==> config.mk <==
export PLATFORM = sky130hd
export DESIGN_NAME = instr_fetch_unit
export DESIGN_NICKNAME = d
export VERILOG_FILES = /design/src/rtl/fetch_pkg.sv /design/src/rtl/fetch_fifo.sv /design/src/rtl/instr_fetch_unit.sv
export SDC_FILE = /design/constraint.sdc
export NUM_CORES = 1
export LEC_CHECK = 0
export CORE_UTILIZATION = 55
export DETAILED_ROUTE_END_ITERATION = 8
export GPL_TIMING_DRIVEN = 0
export HOLD_SLACK_MARGIN = 0.12
export PLACE_DENSITY_LB_ADDON = 0.05
export SYNTH_ARGS = -nofsm -noshare
export SYNTH_HDL_FRONTEND = slang
export SYNTH_SLANG_ARGS = --single-unit
export TNS_END_PERCENT = 20
==> constraint.sdc <==
create_clock -name clk -period 11.3 [get_ports clk]
set_clock_uncertainty 0.05 [all_clocks]
set_input_delay 2.26 -clock clk [delete_from_list [all_inputs] [get_ports clk]]
set_output_delay 2.26 -clock clk [all_outputs]
set_load 0.005 [all_outputs]
==> src/rtl/fetch_pkg.sv <==
// Shared types and constants for the instruction fetch stage.
package fetch_pkg;

    localparam int          XLEN             = 32;
    localparam logic [31:0] PC_STEP          = 32'd4;
    localparam logic [31:0] RESET_PC_DEFAULT = 32'h0000_0000;

    typedef struct packed {
        logic [XLEN-1:0] pc;
        logic [XLEN-1:0] instr;
    } fetch_entry_t;

    function automatic logic [XLEN-1:0] word_align(input logic [XLEN-1:0] addr);
        return {addr[XLEN-1:2], 2'b00};
    endfunction

endpackage

==> src/rtl/fetch_fifo.sv <==
// Synchronous FIFO of fetched {pc, instr} entries with flush.
// Write-to-head latency 1 cycle; a push into a full FIFO is accepted only alongside a pop.
module fetch_fifo
    import fetch_pkg::*;
#(
    parameter int DEPTH = 2,
    localparam int AW = $clog2(DEPTH),
    localparam int CW = AW + 1
) (
    input  logic         clk,
    input  logic         reset,
    input  logic         flush_i,
    input  logic         push_i,
    input  fetch_entry_t push_dat_i,
    input  logic         pop_i,
    output fetch_entry_t head_dat_o,
    output logic [CW-1:0] count_o,
    output logic         empty_o
);

    fetch_entry_t  mem_q [DEPTH];
    logic [AW-1:0] wr_ptr_q, rd_ptr_q;
    logic [CW-1:0] count_q, count_d;
    logic          full;
    logic          push_ok, pop_ok;

    always_comb begin
        full    = (count_q == CW'(DEPTH));
        empty_o = (count_q == '0);
        push_ok = push_i & (~full | pop_i);
        pop_ok  = pop_i & ~empty_o;
        count_d = count_q;
        if (push_ok && !pop_ok) begin
            count_d = count_q + CW'(1);
        end else if (pop_ok && !push_ok) begin
            count_d = count_q - CW'(1);
        end
    end

    always_ff @(posedge clk) begin
        if (reset || flush_i) begin
            wr_ptr_q <= '0;
            rd_ptr_q <= '0;
            count_q  <= '0;
        end else begin
            if (push_ok) begin
                wr_ptr_q <= wr_ptr_q + AW'(1);
            end
            if (pop_ok) begin
                rd_ptr_q <= rd_ptr_q + AW'(1);
            end
            count_q <= count_d;
        end
    end

    // Storage needs no reset: the head is only consumed while count is non-zero.
    always_ff @(posedge clk) begin
        if (push_ok && !reset && !flush_i) begin
            mem_q[wr_ptr_q] <= push_dat_i;
        end
    end

    assign head_dat_o = mem_q[rd_ptr_q];
    assign count_o    = count_q;

endmodule

==> src/rtl/instr_fetch_unit.sv <==
// Fetch stage: PC, 1-cycle instruction memory reads, buffered {pc, instr} output.
// Latency 2 cycles req->out_valid; issue is credit-limited so every response has a slot.
module instr_fetch_unit
    import fetch_pkg::*;
#(
    parameter logic [31:0] RESET_PC   = RESET_PC_DEFAULT,
    parameter int          FIFO_DEPTH = 2
) (
    input  logic            clk,
    input  logic            reset,
    input  logic            redirect_valid,
    input  logic [XLEN-1:0] redirect_pc,
    output logic            imem_req,
    output logic [XLEN-1:0] imem_addr,
    input  logic [XLEN-1:0] imem_rdata,
    output logic            out_valid,
    input  logic            out_ready,
    output logic [XLEN-1:0] out_instr,
    output logic [XLEN-1:0] out_pc
);

    localparam int CW = $clog2(FIFO_DEPTH) + 1;
    localparam int OW = CW + 1;

    logic [XLEN-1:0] fetch_pc_q, fetch_pc_d;
    logic [XLEN-1:0] req_pc_q, req_pc_d;
    logic            inflight_q, inflight_d;

    logic [CW-1:0]   fifo_count;
    logic            fifo_empty;
    logic            pop, push;
    logic [OW-1:0]   occupancy;
    fetch_entry_t    head, push_dat;

    fetch_fifo #(
        .DEPTH (FIFO_DEPTH)
    ) u_fifo (
        .clk        (clk),
        .reset      (reset),
        .flush_i    (redirect_valid),
        .push_i     (push),
        .push_dat_i (push_dat),
        .pop_i      (pop),
        .head_dat_o (head),
        .count_o    (fifo_count),
        .empty_o    (fifo_empty)
    );

    always_comb begin
        pop          = ~fifo_empty & out_ready;
        push         = inflight_q & ~redirect_valid;
        push_dat.pc  = req_pc_q;
        push_dat.instr = imem_rdata;
        // Entries held plus the one in flight, minus the slot freed by this cycle's pop.
        occupancy    = OW'(fifo_count) + OW'(inflight_q) - OW'(pop);
        imem_req     = ~reset & ~redirect_valid & (occupancy < OW'(FIFO_DEPTH));
        imem_addr    = fetch_pc_q;

        fetch_pc_d   = fetch_pc_q;
        req_pc_d     = req_pc_q;
        inflight_d   = imem_req;
        if (redirect_valid) begin
            fetch_pc_d = word_align(redirect_pc);
            inflight_d = 1'b0;
        end else if (imem_req) begin
            fetch_pc_d = fetch_pc_q + PC_STEP;
            req_pc_d   = fetch_pc_q;
        end
    end

    always_ff @(posedge clk) begin
        if (reset) begin
            fetch_pc_q <= RESET_PC;
            req_pc_q   <= '0;
            inflight_q <= 1'b0;
        end else begin
            fetch_pc_q <= fetch_pc_d;
            req_pc_q   <= req_pc_d;
            inflight_q <= inflight_d;
        end
    end

    assign out_valid = ~fifo_empty;
    assign out_instr = fifo_empty ? '0 : head.instr;
    assign out_pc    = fifo_empty ? '0 : head.pc;

endmodule

# Word level (Yosys, flattened, before mapping)
# Memories as Yosys holds them, arrays and structs flattened. A register that Yosys moved wholly into a read port is not among the register bits.
# Cells that the tools add are included.
dict set report totals {
  out_inout_bits 98
  in_bits 68
  rom_bits 0
  mem_count 1
  register_bits 69
  ram_bits 128
  latch_bits 0
  elab_cells 52
}
# name words word_bits read_ports rd_ports_with_merged_regs write_ports line
set memory_table {}
lappend memory_table {u_fifo.mem_q 2 64 1 1 1 fetch_fifo.sv:21} ;# fetch_entry_t mem_q [DEPTH];
dict set report op_classes {
  div 0
  reduce_logical 14
  multipliers 0
  magnitude_cmp 1
  n_bitwise 11
  n_shift 0
  muxes 10
  add_sub_neg 7
  eq_ne 1
}
# cell count
set ops {}
lappend ops {{32-bit two-way mux} 4}
lappend ops {{32-bit by 3-bit adder with 32-bit output, second input constant} 1}
lappend ops {{1-bit bitwise AND} 6}
lappend ops {{1-bit logical AND} 4}
lappend ops {{1-bit zero test} 4}
lappend ops {{1-bit two-way mux} 4}
lappend ops {{2-bit two-way mux} 2}
lappend ops {{1-bit inverter} 4}
lappend ops {{2-bit nonzero test} 2}
lappend ops {{2-bit by 1-bit adder with 3-bit output} 1}
lappend ops {{3-bit by 2-bit < comparator with 1-bit output, second input constant} 1}
lappend ops {{3-bit by 1-bit subtractor with 3-bit output} 1}
lappend ops {{1-bit adder, second input constant} 2}
lappend ops {{2-bit by 1-bit adder with 2-bit output, second input constant} 1}
lappend ops {{2-bit == test, second input constant} 1}
lappend ops {{2-bit zero test} 1}
lappend ops {{2-bit AND reduction} 1}
lappend ops {{2-bit OR reduction} 1}
lappend ops {{2-bit by 1-bit subtractor with 2-bit output, second input constant} 1}
lappend ops {{1-bit logical OR} 1}
lappend ops {{1-bit bitwise OR} 1}

# Logic depth before layout (Yosys ltp)
dict set report depth {
  ltp_word 9
  depth_mapped 14
  depth_no_buf 12
}

# Modules after synthesis
# From an unflattened synthesis, not the netlist that was laid out.
dict set report unflattened {
  cells_unflattened 662
  hier_area_um2 8160.3
}
# module area_per_inst_um2 n_inst seq_area_each_um2 cells_per_inst
set by_module_without_submodules {}
lappend by_module_without_submodules {fetch_fifo 4849.7 1 3943.8 224}
lappend by_module_without_submodules {instr_fetch_unit 3310.7 1 1221.2 438}

# Worst setup path before layout
# No wires, ideal clock.
dict set report synth_path {
  path_type {input -> register}
  startpoint {input redirect_valid}
  endpoint {memory u_fifo.mem_q[0][0] in the netlist's numbering, enable pin}
  path_buffers 0
  path_stages 3
  setup_slack_ps 3498
  setup_ps 571
  arrival_time_ps 7181
  path_cell_list {inv_1 > o311a_1 > nor3b_1}
}
dict set report synth_via {
  elab_chain_cells 7
  elab_cells_between_ends 8
  classes_between {mux: 2; bitwise: 3; reduce/logical: 3}
}
# element line
set synth_lines {}
lappend synth_lines {{start, declared} instr_fetch_unit.sv:11} ;# input logic redirect_valid,
lappend synth_lines {{1-bit inverter (no line)} n/a}
lappend synth_lines {{1-bit bitwise AND} instr_fetch_unit.sv:51} ;# push = inflight_q & ~redirect_valid;
lappend synth_lines {{1-bit bitwise AND} fetch_fifo.sv:30} ;# push_ok = push_i & (~full | pop_i);
lappend synth_lines {{via u_fifo.push_ok} fetch_fifo.sv:25} ;# logic push_ok, pop_ok;
lappend synth_lines {{1-bit logical AND (2 in a row)} fetch_fifo.sv:58} ;# if (push_ok && !reset && !flush_i) begin
lappend synth_lines {{1-bit two-way mux} fetch_fifo.sv:58}
lappend synth_lines {{1-bit two-way mux (implied by the code)} fetch_fifo.sv:59} ;# mem_q[wr_ptr_q] <= push_dat_i;
lappend synth_lines {{end, declared} fetch_fifo.sv:21}
# The timed path passes the listed nets, and every way through them passes these cells.

# Worst setup path in the final report
dict set report layout_path {
  startpoint {input out_ready}
  endpoint {output imem_req}
}
dict set report layout_via {
  elab_chain_cells 4
}
# element line
set layout_lines {}
lappend layout_lines {{start, declared} instr_fetch_unit.sv:17} ;# input logic out_ready,
lappend layout_lines {{1-bit bitwise AND} instr_fetch_unit.sv:50} ;# pop = ~fifo_empty & out_ready;
lappend layout_lines {{3-bit by 1-bit subtractor with 3-bit output} instr_fetch_unit.sv:55} ;# occupancy = OW'(fifo_count) + OW'(inflight_q) - OW'(pop);
lappend layout_lines {{3-bit by 2-bit < comparator with 1-bit output} instr_fetch_unit.sv:56} ;# imem_req = ~reset & ~redirect_valid & (occupancy < OW'(FIFO_DEPTH));
lappend layout_lines {{1-bit bitwise AND} instr_fetch_unit.sv:56}
lappend layout_lines {{end, declared} instr_fetch_unit.sv:13} ;# output logic imem_req,
# Every way passes these cells.

==> out/qor.yml <==
synthesis:
  synth_cells: 687
  synth_flop_cell: "edfxtp_1"
  synth_area_per_cell_um2: 11.6
  synth_sequential_area_ratio_pct: 63.5
  ys_types: 54
  async_flop_share_pct: 0
  syn_area_um2: 7950
  synth-edff-count: 124
  ys_ff_latch: 190
  ys.warnings.count: 0
placed_design:
  gp_congestion: 0.892
  dp_hpwl_mm: 13.7
  port_buffers: 159
  place_ws_ps: 3250
worst_setup_path:
  worst-setup-path-type: "in -> out"
  cp_max_fo: 10
  worstPathRequired_ps: 8990
  worstPathCellList: "clkdlybuf4s50_1 -> nand2_1 -> inv_1 -> ha_1 -> nand2b_1 -> fa_1 -> or3b_1 -> or2_2 -> inv_2 -> clkbuf_1 -> clkdlybuf4s50_1"
  crit_top_cell: "clkdlybuf4s50_1"
  crit_slowest_cell: "clkdlybuf4s50_1"
  reg2reg_depth: 14
  cp_slowest_stage_delay_ps: 610
  startpoint_type: "input port"
  critPathCaptureType: "output pin"
  cp.arrival_ps: 5800
power_and_ir_drop:
  pwr-share-seq_pct: 51.0
  p_clk_share_pct: 38.8
  p_comb_share_pct: 10.2
  ir_worst_vdd_mv: 0.103
  p_leak_nw: 3.41
  intPower_mw: 1.15
  swShare_pct: 24.1
  power_mw: 1.51
  p_switching_mw: 0.365
  pwr_density_cell_nw_per_um2: 145
cts:
  cts.sinks: 190
  cts_resized: 0
  cts_tree: "built"
  cts_max_level: 4
  cts-root-buf: "clkbuf_16"
  path_clk_slew_ps: 70
  clk_latency_ps: 430
  cts_buffer_depth: 2
  cts_hold_buf: 0
  post_cts_buffers: 0
  cts_buffers: 17
route:
  routed_wl_mm: 19.3
  viasPerCell: 5.78
  wire_per_inst_um: 18.1
  first_iter_violations: 688
  num_vias: 6171
  ant_nets: 0
  drtPass1Iterations: 5
  drc: 0
min_path:
  hold_path_class: "reg -> reg"
  whs_path_depth: 0
timing:
  max_freq_ghz: 0.123
  hold_slack_ps: 405
  setup_viol: 0
  final.period_utilization_pct: 71.8
  setup_ws_ps: 3190
  hold_violations: 0
  setup_tns_ps: 0
  drv_slew: 0
  relSlewSlack_pct: 28.0
  worst_pin_slew_ps: 1070
  min_period_ps: 8110
  rsz0062_at_grt: "false"
floorplan:
  dieArea_um2: 14900
  rows: 43
  io_pins: 166
  initial_utilization_pct: 56.8
  coreArea_um2: 14000
  die_x_um: 122
  fp.dieH_um: 122
finish:
  seq_area_um2: 5040
  area_growth_pct: 31.4
  final_util_pct: 74.6
  fill_cells: 945
  fin_nets: 946
  drive_gt1_share_pct: 6.09
  multi_input_area_um2: 2650
  n_antenna_cell: 0
grt:
  grt_util_all_layers_pct: 26.7
  grt_max_degree: 63
  overflow: 0
  antenna_found_initial: 0
  grt_pass1_wl_mm: 30.2
  first_global_vias: 6031
run_status:
  outcome: "completed"
flow_run:
  max_cap_violations: 0
power groups by stage:
stage          registers, mW  logic [mW]  clock network, mW
2_1_floorplan          0.784      0.0682                  0
3_3_place_gp           0.788       0.147                  0
3_5_place_dp           0.787       0.153                  0
4_1_cts                0.771       0.154              0.596
5_1_grt                0.774       0.167              0.621
6_report               0.772       0.155              0.587
metrics by stage:
step / cells / instance area, µm²
finish: 1067 / 10400
CTS: 1067 / 10400
global route: 1067 / 10400
floorplan: 690 / 7960
detailed placement: 1035 / 9860
global placement: 1029 / 9770
kinds of logic after synthesis:
family	synth area share, %
AOI/OAI and AO/OA	9.35
xor gates and xnor gates	0.661
adders and majority gates	0.724
buffers and inverters	3.43
DFF	63.5
muxes	7.81
other	0.0472
and+or+nand+nor	14.5
area by class of cell:
class / count / area share [%]
Sequential cell: 190 / 48.3
Multi-Input combinational cell: 435 / 25.4
Timing Repair Buffer: 165 / 15.9
Clock buffer: 18 / 4.21
Tap cell: 180 / 2.16
Buffer: 51 / 2.11
Clock inverter: 14 / 1.39
Inverter: 14 / 0.503
worst paths after layout:
check                                 start                             to  slack [ps]
min reg2reg        req_pc_q[7]$_SDFFE_PP0P_  u_fifo.mem_q[0][39]$_DFFE_PP_         410
min                req_pc_q[7]$_SDFFE_PP0P_  u_fifo.mem_q[0][39]$_DFFE_PP_         410
max reg2reg  u_fifo.count_o[0]$_SDFFE_PP0P_     imem_addr[23]$_SDFFE_PP0P_        6840
max                               out_ready                       imem_req        3190
synth_stat cells, types with 2 or more instances:
library cell  number  share of area, %
a211oi_1           3              0.28
inv_1             13              0.61
buf_4              5              0.47
xnor2_1            3              0.33
nor4_1             6              0.47
buf_2              2              0.13
o221ai_1           6              0.66
a31o_2             2              0.22
o21ai_0           10              0.63
o211ai_1          10              0.94
buf_1              4              0.19
a22oi_1            4              0.38
mux2i_1           62               7.8
or4_1              3              0.28
a31oi_1           18               1.4
nor3b_1            4              0.38
or3_1              9              0.71
xor2_1             3              0.33
a32oi_1            3              0.33
nand4b_1           3              0.33
nor2_1            73               3.4
o311a_1            3              0.38
nand2_1           84               4.0
o311ai_0           4              0.44
and4_1             3              0.33
ha_1               3              0.47
clkbuf_1          39               1.8
or2_2              2              0.16
and2_1             7              0.55
a41oi_1            2              0.22
edfxtp_1         124                47
dfxtp_1           66                17
nor3_1            14              0.88
a21oi_1           39               2.5
and3_1             8              0.63
nand3_1           13              0.82
nand4_1           11              0.87
a311o_1            3              0.38
critical path, delay by kind of cell:
family | cells | cell delay (ps)
buffers and inverters | 5 | 1760
AND/OR/NAND/NOR | 4 | 980
adder cells (fa/ha/maj) | 2 | 790
cell usage in the layout (no fill, tap or decap), drive strengths merged, types with 4 or more instances in the layout:
master | synthesis | final
o21ai | 10 | 10
nor4 | 6 | 6
o211ai | 10 | 10
dfxtp | 66 | 66
clkinv | 0 | 4
clkdlybuf4s50 | 0 | 159
edfxtp | 124 | 124
a21oi | 39 | 39
and2 | 7 | 7
a31oi | 18 | 18
a22oi | 4 | 4
or3 | 9 | 9
or4 | 4 | 4
o311ai | 4 | 4
nor2 | 73 | 73
inv | 14 | 23
buf | 12 | 18
o221ai | 6 | 6
clkbuf | 39 | 57
nor3 | 14 | 14
nand3 | 13 | 13
mux2i | 62 | 62
nor3b | 4 | 4
conb | 1 | 4
and3 | 8 | 8
nand4 | 12 | 12
nand2 | 84 | 84
state kept, by name, summed over array words and instances, names as in the netlist, named ones only:
register         flops
u_fifo.mem_q       124
imem_addr           30
req_pc_q            30
u_fifo.count_o       2
inflight_q           1
u_fifo.rd_ptr_q      1
u_fifo.wr_ptr_q      1
metal layers:
metal / track usage [%] / part of all wire (%) / up-vias
li1: - / - / 2914
met1: 34.9 / 42 / 2940
met2: 42.5 / 48 / 282
met3: 6.55 / 7.0 / 35
met4: 11.4 / 2.2 / 0
met5: 0 / 0 / -
Power figures use the tool's default switching activity.
